<file path="src/rtl/pulse_capture_pkg.sv">
// Shared definitions for the pulse_capture block.
//   PCAP_BW_DEFAULT : default width of the tick counter and result fields
//   pcap_state_e    : measurement FSM state encodings
package pulse_capture_pkg;

    localparam int unsigned PCAP_BW_DEFAULT = 16;

    typedef enum logic [1:0] {
        PCAP_IDLE       = 2'd0,
        PCAP_MEAS_ACT   = 2'd1,
        PCAP_MEAS_INACT = 2'd2
    } pcap_state_e;

endpackage

</file>
<file path="src/rtl/pulse_capture_if.sv">
// Result/handshake bus between pulse_capture and the bus register block.
//   cap_ack    : consumer accepts current result
//   high_width : ticks from act_edge to inact_edge
//   period     : ticks from act_edge to next act_edge
//   cap_valid  : result pair valid, held until cap_ack
//   overrun    : sticky, capture while unacknowledged result pending
//   cap_sat    : counter saturated during the reported period
//   timeout    : 1-clk pulse on saturation abort (PCAP_TIMEOUT_EN builds only)
// Modports: master = pulse_capture, slave = consumer.
interface pulse_capture_if
    import pulse_capture_pkg::*;
#(
    parameter int unsigned BW = PCAP_BW_DEFAULT
) ();

    logic          cap_ack;
    logic [BW-1:0] high_width;
    logic [BW-1:0] period;
    logic          cap_valid;
    logic          overrun;
    logic          cap_sat;
    logic          timeout;

    modport master (
        input  cap_ack,
        output high_width, period, cap_valid, overrun, cap_sat, timeout
    );

    modport slave (
        output cap_ack,
        input  high_width, period, cap_valid, overrun, cap_sat, timeout
    );

endinterface

</file>
<file path="src/rtl/pulse_capture_counter.sv">
// pcap_counter: BW-bit saturating tick counter.
//   clk, rst_n : clock, synchronous active-low reset
//   clr        : load 0 and clear sat (has priority over en)
//   en         : advance by one unless already all-ones
//   cnt        : current count
//   sat        : set when the count reaches all-ones, cleared by clr
module pcap_counter
    import pulse_capture_pkg::*;
#(
    parameter int unsigned BW = PCAP_BW_DEFAULT
) (
    input  logic          clk,
    input  logic          rst_n,
    input  logic          clr,
    input  logic          en,
    output logic [BW-1:0] cnt,
    output logic          sat
);

    localparam logic [BW-1:0] CNT_MAX    = '1;
    localparam logic [BW-1:0] CNT_PRESAT = {{(BW-1){1'b1}}, 1'b0};

    always_ff @(posedge clk) begin
        if (!rst_n) begin
            cnt <= '0;
            sat <= 1'b0;
        end else if (clr) begin
            cnt <= '0;
            sat <= 1'b0;
        end else if (en && (cnt != CNT_MAX)) begin
            cnt <= cnt + 1'b1;
            if (cnt == CNT_PRESAT)
                sat <= 1'b1;
        end
    end

endmodule

</file>
<file path="src/rtl/pulse_capture.sv">
// pulse_capture: measures active width and period of a filtered input in
// refclk ticks and hands the result pair to the register block.
//   clk, rst_n  : clock, synchronous active-low reset
//   refclk      : 1-clk tick enable
//   enable      : measurement enable, 0 forces IDLE
//   act_edge    : filtered signal entered active level (1-clk pulse)
//   inact_edge  : filtered signal entered inactive level (1-clk pulse)
//   bus         : result/handshake bus (pulse_capture_if.master)
// Build option: PCAP_TIMEOUT_EN -- saturation aborts the measurement with a
// one-clk timeout pulse; otherwise the counter holds and cap_sat reports it.
module pulse_capture
    import pulse_capture_pkg::*;
#(
    parameter int unsigned BW = PCAP_BW_DEFAULT
) (
    input  logic             clk,
    input  logic             rst_n,
    input  logic             refclk,
    input  logic             enable,
    input  logic             act_edge,
    input  logic             inact_edge,
    pulse_capture_if.master  bus
);

    pcap_state_e   state, state_n;
    logic [BW-1:0] cnt;
    logic [BW-1:0] hw_q;
    logic          sat;
    logic          cnt_clr;
    logic          cnt_en;
    logic          hw_load;
    logic          capture;

    // Ticks are not counted in a cycle that carries a handled edge.
    assign cnt_en = refclk && enable && (state != PCAP_IDLE) && !act_edge
                    && !((state == PCAP_MEAS_ACT) && inact_edge);

    pcap_counter #(.BW(BW)) u_counter (
        .clk   (clk),
        .rst_n (rst_n),
        .clr   (cnt_clr),
        .en    (cnt_en),
        .cnt   (cnt),
        .sat   (sat)
    );

`ifdef PCAP_TIMEOUT_EN
    localparam logic [BW-1:0] CNT_PRESAT = {{(BW-1){1'b1}}, 1'b0};
    logic timeout_n;
    logic sat_set;

    // Counter reaches all-ones at the coming edge.
    assign sat_set = cnt_en && (cnt == CNT_PRESAT);
`endif

    always_ff @(posedge clk) begin
        if (!rst_n)
            state <= PCAP_IDLE;
        else
            state <= state_n;
    end

    always_comb begin
        state_n = state;
        cnt_clr = 1'b0;
        hw_load = 1'b0;
        capture = 1'b0;
`ifdef PCAP_TIMEOUT_EN
        timeout_n = 1'b0;
`endif
        if (!enable) begin
            state_n = PCAP_IDLE;
            cnt_clr = 1'b1;
        end else begin
            case (state)
                PCAP_IDLE: begin
                    cnt_clr = 1'b1;
                    if (act_edge)
                        state_n = PCAP_MEAS_ACT;
                end
                PCAP_MEAS_ACT: begin
                    // act_edge wins over a simultaneous inact_edge.
                    if (act_edge) begin
                        cnt_clr = 1'b1;
                    end else if (inact_edge) begin
                        hw_load = 1'b1;
                        state_n = PCAP_MEAS_INACT;
                    end
                end
                PCAP_MEAS_INACT: begin
                    if (act_edge) begin
                        capture = 1'b1;
                        cnt_clr = 1'b1;
                        state_n = PCAP_MEAS_ACT;
                    end
                end
                default: begin
                    state_n = PCAP_IDLE;
                    cnt_clr = 1'b1;
                end
            endcase
`ifdef PCAP_TIMEOUT_EN
            if (sat_set) begin
                state_n   = PCAP_IDLE;
                timeout_n = 1'b1;
            end
`endif
        end
    end

    always_ff @(posedge clk) begin
        if (!rst_n) begin
            hw_q           <= '0;
            bus.high_width <= '0;
            bus.period     <= '0;
            bus.cap_valid  <= 1'b0;
            bus.overrun    <= 1'b0;
            bus.cap_sat    <= 1'b0;
        end else begin
            if (hw_load)
                hw_q <= cnt;
            if (capture) begin
                bus.period     <= cnt;
                bus.high_width <= hw_q;
                bus.cap_sat    <= sat;
                bus.cap_valid  <= 1'b1;
                // An ack in the capture cycle consumes the old pair.
                if (bus.cap_ack)
                    bus.overrun <= 1'b0;
                else if (bus.cap_valid)
                    bus.overrun <= 1'b1;
            end else if (bus.cap_ack) begin
                bus.cap_valid <= 1'b0;
                bus.overrun   <= 1'b0;
            end
        end
    end

`ifdef PCAP_TIMEOUT_EN
    always_ff @(posedge clk) begin
        if (!rst_n)
            bus.timeout <= 1'b0;
        else
            bus.timeout <= timeout_n;
    end
`else
    assign bus.timeout = 1'b0;
`endif

endmodule
</file>
<file path="src/flat_wrapper.sv">
// flat-port wrapper written by rule: the top's interface ports become plain ports
module pulse_capture_flat import pulse_capture_pkg::*;
#(
    parameter int unsigned BW = PCAP_BW_DEFAULT
)
  (clk, rst_n, refclk, enable, act_edge, inact_edge, bus_cap_ack, bus_high_width, bus_period, bus_cap_valid, bus_overrun, bus_cap_sat, bus_timeout);
  pulse_capture_if #(.BW(BW)) bus_i ();
  input  logic clk;
  input  logic rst_n;
  input  logic refclk;
  input  logic enable;
  input  logic act_edge;
  input  logic inact_edge;
  input wire logic [$bits(bus_i.cap_ack)-1:0] bus_cap_ack;
  output wire logic [$bits(bus_i.high_width)-1:0] bus_high_width;
  output wire logic [$bits(bus_i.period)-1:0] bus_period;
  output wire logic [$bits(bus_i.cap_valid)-1:0] bus_cap_valid;
  output wire logic [$bits(bus_i.overrun)-1:0] bus_overrun;
  output wire logic [$bits(bus_i.cap_sat)-1:0] bus_cap_sat;
  output wire logic [$bits(bus_i.timeout)-1:0] bus_timeout;
  assign bus_i.cap_ack = bus_cap_ack;
  assign bus_high_width = bus_i.high_width;
  assign bus_period = bus_i.period;
  assign bus_cap_valid = bus_i.cap_valid;
  assign bus_overrun = bus_i.overrun;
  assign bus_cap_sat = bus_i.cap_sat;
  assign bus_timeout = bus_i.timeout;
  pulse_capture #(.BW(BW)) u_core (.clk(clk), .rst_n(rst_n), .refclk(refclk), .enable(enable), .act_edge(act_edge), .inact_edge(inact_edge), .bus(bus_i));
endmodule
</file>
<file path="config.mk">
export PLATFORM = sky130hd
export DESIGN_NAME = pulse_capture_flat
export DESIGN_NICKNAME = d
export VERILOG_FILES = /design/src/rtl/pulse_capture_pkg.sv /design/src/rtl/pulse_capture_if.sv /design/src/rtl/pulse_capture_counter.sv /design/src/rtl/pulse_capture.sv /design/src/flat_wrapper.sv
export SDC_FILE = /design/constraint.sdc
export NUM_CORES = 1
export LEC_CHECK = 0
export CAP_MARGIN = 20
export CORE_MARGIN = 2
export CORE_UTILIZATION = 30
export DETAILED_ROUTE_END_ITERATION = 8
export SLEW_MARGIN = 10
export SYNTH_ARGS = -nofsm -noshare
export SYNTH_HDL_FRONTEND = slang
export SYNTH_SLANG_ARGS = --single-unit
</file>
<file path="constraint.sdc">
create_clock -name clk -period 2.4 [get_ports clk]
set_input_delay 0.24 -clock clk [delete_from_list [all_inputs] [get_ports clk]]
set_output_delay 0.24 -clock clk [all_outputs]
set_load 0.02 [all_outputs]
</file>
# Yosys cells after proc, flatten, opt, wreduce, memory -nomap -nowiden
# Cells that the tools add are included.
dict set report classes {
  muxes 18
  n_eq_ne 7
  bitwise_logic 1
  add_sub_neg 1
  reduce_logical 19
}
# cell n
set op_table {}
lappend op_table {{$add A16 B1 Y16 const B} 1}
lappend op_table {{$eq A16 B16 Y1 const B} 1}
lappend op_table {{$ne A16 B16 Y1 const B} 1}
lappend op_table {{$mux W1} 14}
lappend op_table {{$logic_and A1 B1 Y1} 6}
lappend op_table {{$mux W2} 3}
lappend op_table {{$reduce_and A2 Y1} 3}
lappend op_table {{$reduce_bool A2 Y1} 3}
lappend op_table {{$reduce_or A2 Y1} 3}
lappend op_table {{$ne A2 B2 Y1 const B} 2}
lappend op_table {{$pmux W2 S2} 1}
lappend op_table {{$reduce_and A3 Y1} 1}
lappend op_table {{$eq A2 B1 Y1 const B} 1}
lappend op_table {{$eq A2 B2 Y1 const B} 1}
lappend op_table {{$logic_not A1 Y1} 2}
lappend op_table {{$logic_not A2 Y1} 1}
lappend op_table {{$ne A2 B1 Y1 const B} 1}
lappend op_table {{$not A1 Y1} 1}
dict set report word_totals {
  register_bits 70
  output_inout_bits 36
  wordCells 55
  inputBits 7
}

# Logic depth before layout (Yosys ltp)
dict set report depth {
  ltp_word 6
  ltp_mapped 7
  depth_no_buf 6
}

# Modules after synthesis
# From an unflattened synthesis, not the netlist that was laid out.
dict set report unflattened {
  hier_cells 348
  area_unflattened_um2 3243.1
}
# mod seq_area_each_um2 area_each_um2 n_inst cells_each
set modules_own_cells {}
lappend modules_own_cells {pulse_capture 1061.0 2354.8 1 247}
lappend modules_own_cells {pcap_counter 340.3 888.4 1 101}

# Worst setup path after synthesis
# Ideal clock, no wire load.
dict set report synth_path {
  path_kind {reg2reg}
  start {register u_core.state[0]}
  end {register u_core.u_counter.cnt[10]}
  arrival_time_ps 1665
  period_less_slack_ps 1742
  required_time_ps 2323
  path_slack_ps 658
  path_stages_with_launch 7
  path_buffers 0
  setup_time_ps 77
  path_cell_list {dfxtp_1 -> inv_1 -> ha_1 -> and4bb_4 -> nand3b_4 -> or4_1 -> a21oi_1}
}
dict set report synth_between {
  elab_chain_len 5
  elab_cells_between_ends 13
  cone_classes {2 x eq/ne; 2 x mux; 9 x reduce/logical}
}
# item line
set synth_rtl {}
lappend synth_rtl {{start: declaration} pulse_capture.sv:25} ;# pcap_state_e state, state_n;
lappend synth_rtl {{start signal: assignment} pulse_capture.sv:60} ;# state <= state_n;
lappend synth_rtl {{$eq A2 B2 Y1, or another cell as far along} pulse_capture.sv:75} ;# case (state)
lappend synth_rtl {{$reduce_or A2 Y1 (no source line), or another cell as far along} n/a}
lappend synth_rtl {{$mux W1, or another cell as far along} n/a}
lappend synth_rtl {{$mux W1 or $logic_and A1 B1 Y1 (tied branches)} {pulse_capture.sv:71, pulse_capture.sv:36}}
lappend synth_rtl {{$reduce_or A2 Y1 (no source line) or $logic_and A1 B1 Y1 (tied branches)} n/a}
lappend synth_rtl {{end signal: assignment} pulse_capture_counter.sv:31} ;# cnt <= cnt + 1'b1;
lappend synth_rtl {{end: declaration} pulse_capture_counter.sv:16} ;# output logic [BW-1:0] cnt,
# Parallel ways exist; a longest one is shown, timed or not.
# A chain may end at the register's enable or synchronous reset.

# Final worst setup path
dict set report layout_path {
  start {register u_core.u_counter.cnt[0]}
  end {register u_core.u_counter.cnt[10]}
}
dict set report layout_between {
  elab_chain_len 2
  elab_cells_between_ends 3
  cone_classes {1 x add/sub; 1 x eq/ne; 1 x reduce/logical}
}
# item
set layout_rtl {}
lappend layout_rtl {{branches (longest 2 deep; another with $add A16 B1 Y16)}}
# Parallel ways; which one is timed is not known.

==> summary.txt <==
Synthesis
  – Register area share after synthesis: 0.465
  – Mapped Cells: 351
  – EDFF count, synth: 0
  – Ys flop type: dfxtp_1
  – Cell Area, Synth: 0.00302 mm^2
  – Top cell type's share of synthesized area: 0.465
  – Ys Warns: 0
  – Yosys reg bits: 70
  – Post-Syn Nets: 364
  – Cell with the most instances after synthesis: nand2_1
  – Synth cell types: 42
  – Syn_area_per_cell: 8.59 um^2
  – Biggest area consumer among synthesized cells: dfxtp_1
  – Synth top cells by count: 112 x nand2_1, 70 x dfxtp_1, 44 x a21boi_0
  – Top cells by area, synth: dfxtp_1 46%, nand2_1 14%, a21boi_0 11%
  – Async set-reset flop share out of synthesis: 0

Clocking
  – Clock input transition at the sequential cells of the worst setup and hold paths: 70 ps
  – H-tree Lvls: 3
  – CTS Buf Count: 9
  – CTS Sinks: 70
  – CTS tree: built
  – Post CTS Setup Buffer Count: 0
  – Cell at the root of the clock tree: clkbuf_8
  – Max Buffers Root-to-Sink: 2
  – CTS resizes: 0
  – Clk_lat worst skew: 340 ps
  – Cts hold-fix bufs: 0

Worst setup path
  – Worst EP required: 2660 ps
  – Slowest CP cell: or4_1
  – Crit path arrival time: 2220 ps
  – Crit-path max cell delay: 490 ps
  – Crit path max fanout: 7
  – Crit path launch type: flop
  – WS Path Type: reg2reg
  – CP Capture Type: flop
  – Crit-path cells: ha_1 > nand3_1 > o21bai_1 > or4_1 > a21oi_1

Routing
  – DRC: 0
  – Iter 0 DRT Violations: 118
  – Post-Route WL: 6.81 mm
  – Detailed-route via count: 2537
  – ANT nets after route: 0
  – DR WL/cell: 12.9 um
  – DR vias/cell: 4.80
  – Drt pass-1 iters: 5

STA
  – Post-Route Setup TNS: 0 ps
  – Setup violations, final: 0
  – Fin. Hold Viols: 0
  – Unrepaired setup endpoints after global routing: no
  – FMAX: 510 MHz
  – Worst clock skew: 5.63 ps
  – Crit share post-route: 0.817
  – Worst Hold Slack: 454 ps
  – Max-slew violations: 0
  – Crit path time final: 1960 ps

Global route
  – GRT Util Overall: 0.129
  – Initial antenna violation count: 0
  – Largest net degree at the start of global routing: 50
  – First-pass GRT wire length: 11.4 mm
  – Vias in the first global route: 2381
  – Total congestion overflow: 0

Finish
  – Area Growth Syn to Fin: 24.4%
  – Layout cell share with drive strength beyond 1: 0.0783
  – Cell Count, Final, Fillers Out: 529
  – Final Util: 0.384
  – Diode count: 0
  – # nets final: 405

Die
  – Vert. Die Dim: 104 um
  – I/O Pins: 43
  – Core Area: 0.00977 mm^2
  – Chip width: 104 um
  – Site row count: 36
  – Die area: 0.0109 mm^2
  – Initial Utilization: 0.309

Run
  – Max Cap Viol: 0

Pwr
  – P_leak: 1.16 nW
  – Max IR drop VDD: 0.270 mV
  – P per Cell Area: 567 mW/mm^2

Placed design
  – Placer Congestion: 0.820
  – Detailed Place HPWL: 4.67 mm
  – PortBufs: 41
  – Dpl cells: 514

Min path
  – Worst min-delay path class: reg2reg

Run status
  – Status: completed
-- cells by family after synthesis --
group,Yosys count,share of synthesized area
adder cells (fa/ha/maj),6,0.0249
flip-flops,70,0.465
AND/OR/NAND/NOR,166,0.267
other,1,0.00124
multiplexers,7,0.0232
buffers and inverters,27,0.0419
AO/OA/AOI/OAI,74,0.178
-- stage by stage --
step	total power, W	worst slack [ps]	area (um^2)
3_3_place_gp	0.00125	437	3570
6_report	0.00213	439	3750
4_1_cts	0.00216	450	3750
2_1_floorplan	0.00124	658	3020
3_5_place_dp	0.00125	390	3570
5_1_grt	0.00221	305	3750
-- worst paths after layout --
check,from,to,slack (ps),cells after the start
setup reg to reg,u_core.u_counter.cnt[0],u_core.u_counter.cnt[10],440,5
hold reg to reg,u_core.hw_q[3],u_core.hw_q[3],450,2
hold / removal,u_core.hw_q[3],u_core.hw_q[3],450,2
setup / recovery,u_core.u_counter.cnt[0],u_core.u_counter.cnt[10],440,5
-- critical path, delay by kind of cell (launching register included) --
kind                     cells  cell delay, ps
AND/OR/NAND/NOR              2             730
AO/OA/AOI/OAI                2             480
adder cells (fa/ha/maj)      1             230
flip-flops                   1             450
-- routing by layer --
metal  vias to the layer above  GRT usage  wire, um
met2                        50      0.213      3160
met5                         -          0         0
met3                         7     0.0401       422
met4                         0     0.0434        72
li1                       1285          -         -
met1                      1195      0.159      3150
-- flip-flops by register name (all words and copies together) (netlist names) --
register,count
u_core.bus.high_width,16
u_core.bus.period,16
u_core.hw_q,16
u_core.u_counter.cnt,16
u_core.state,2
u_core.bus.cap_sat,1
u_core.bus.cap_valid,1
u_core.bus.overrun,1
u_core.u_counter.sat,1
-- layout make-up --
class                   count  area, um^2
clock buffers              11         131
clock inverters             4        48.8
multi-input cells         254        1490
flip-flops and latches     70        1400
inverters                   4        15.0
fillers                  1028        6020
well taps                 133         166
repair buffers             53         500
-- placed cells by master (no fill, tap or decap), types with 9 or more instances in the layout --
cell,count
buf_4,12
a21oi_1,9
nand2b_1,9
clkdlybuf4s50_1,41
nand2_1,112
a21boi_0,44
clkbuf_8,9
dfxtp_1,70
-- power breakdown --
group / internal [W] / switching [W]
clock: 0.000474 / 0.000426
sequential: 0.00116 / 0.000000916
combinational: 0.0000317 / 0.0000328
total: 0.00167 / 0.000459
Power figures use the tool's default switching activity.
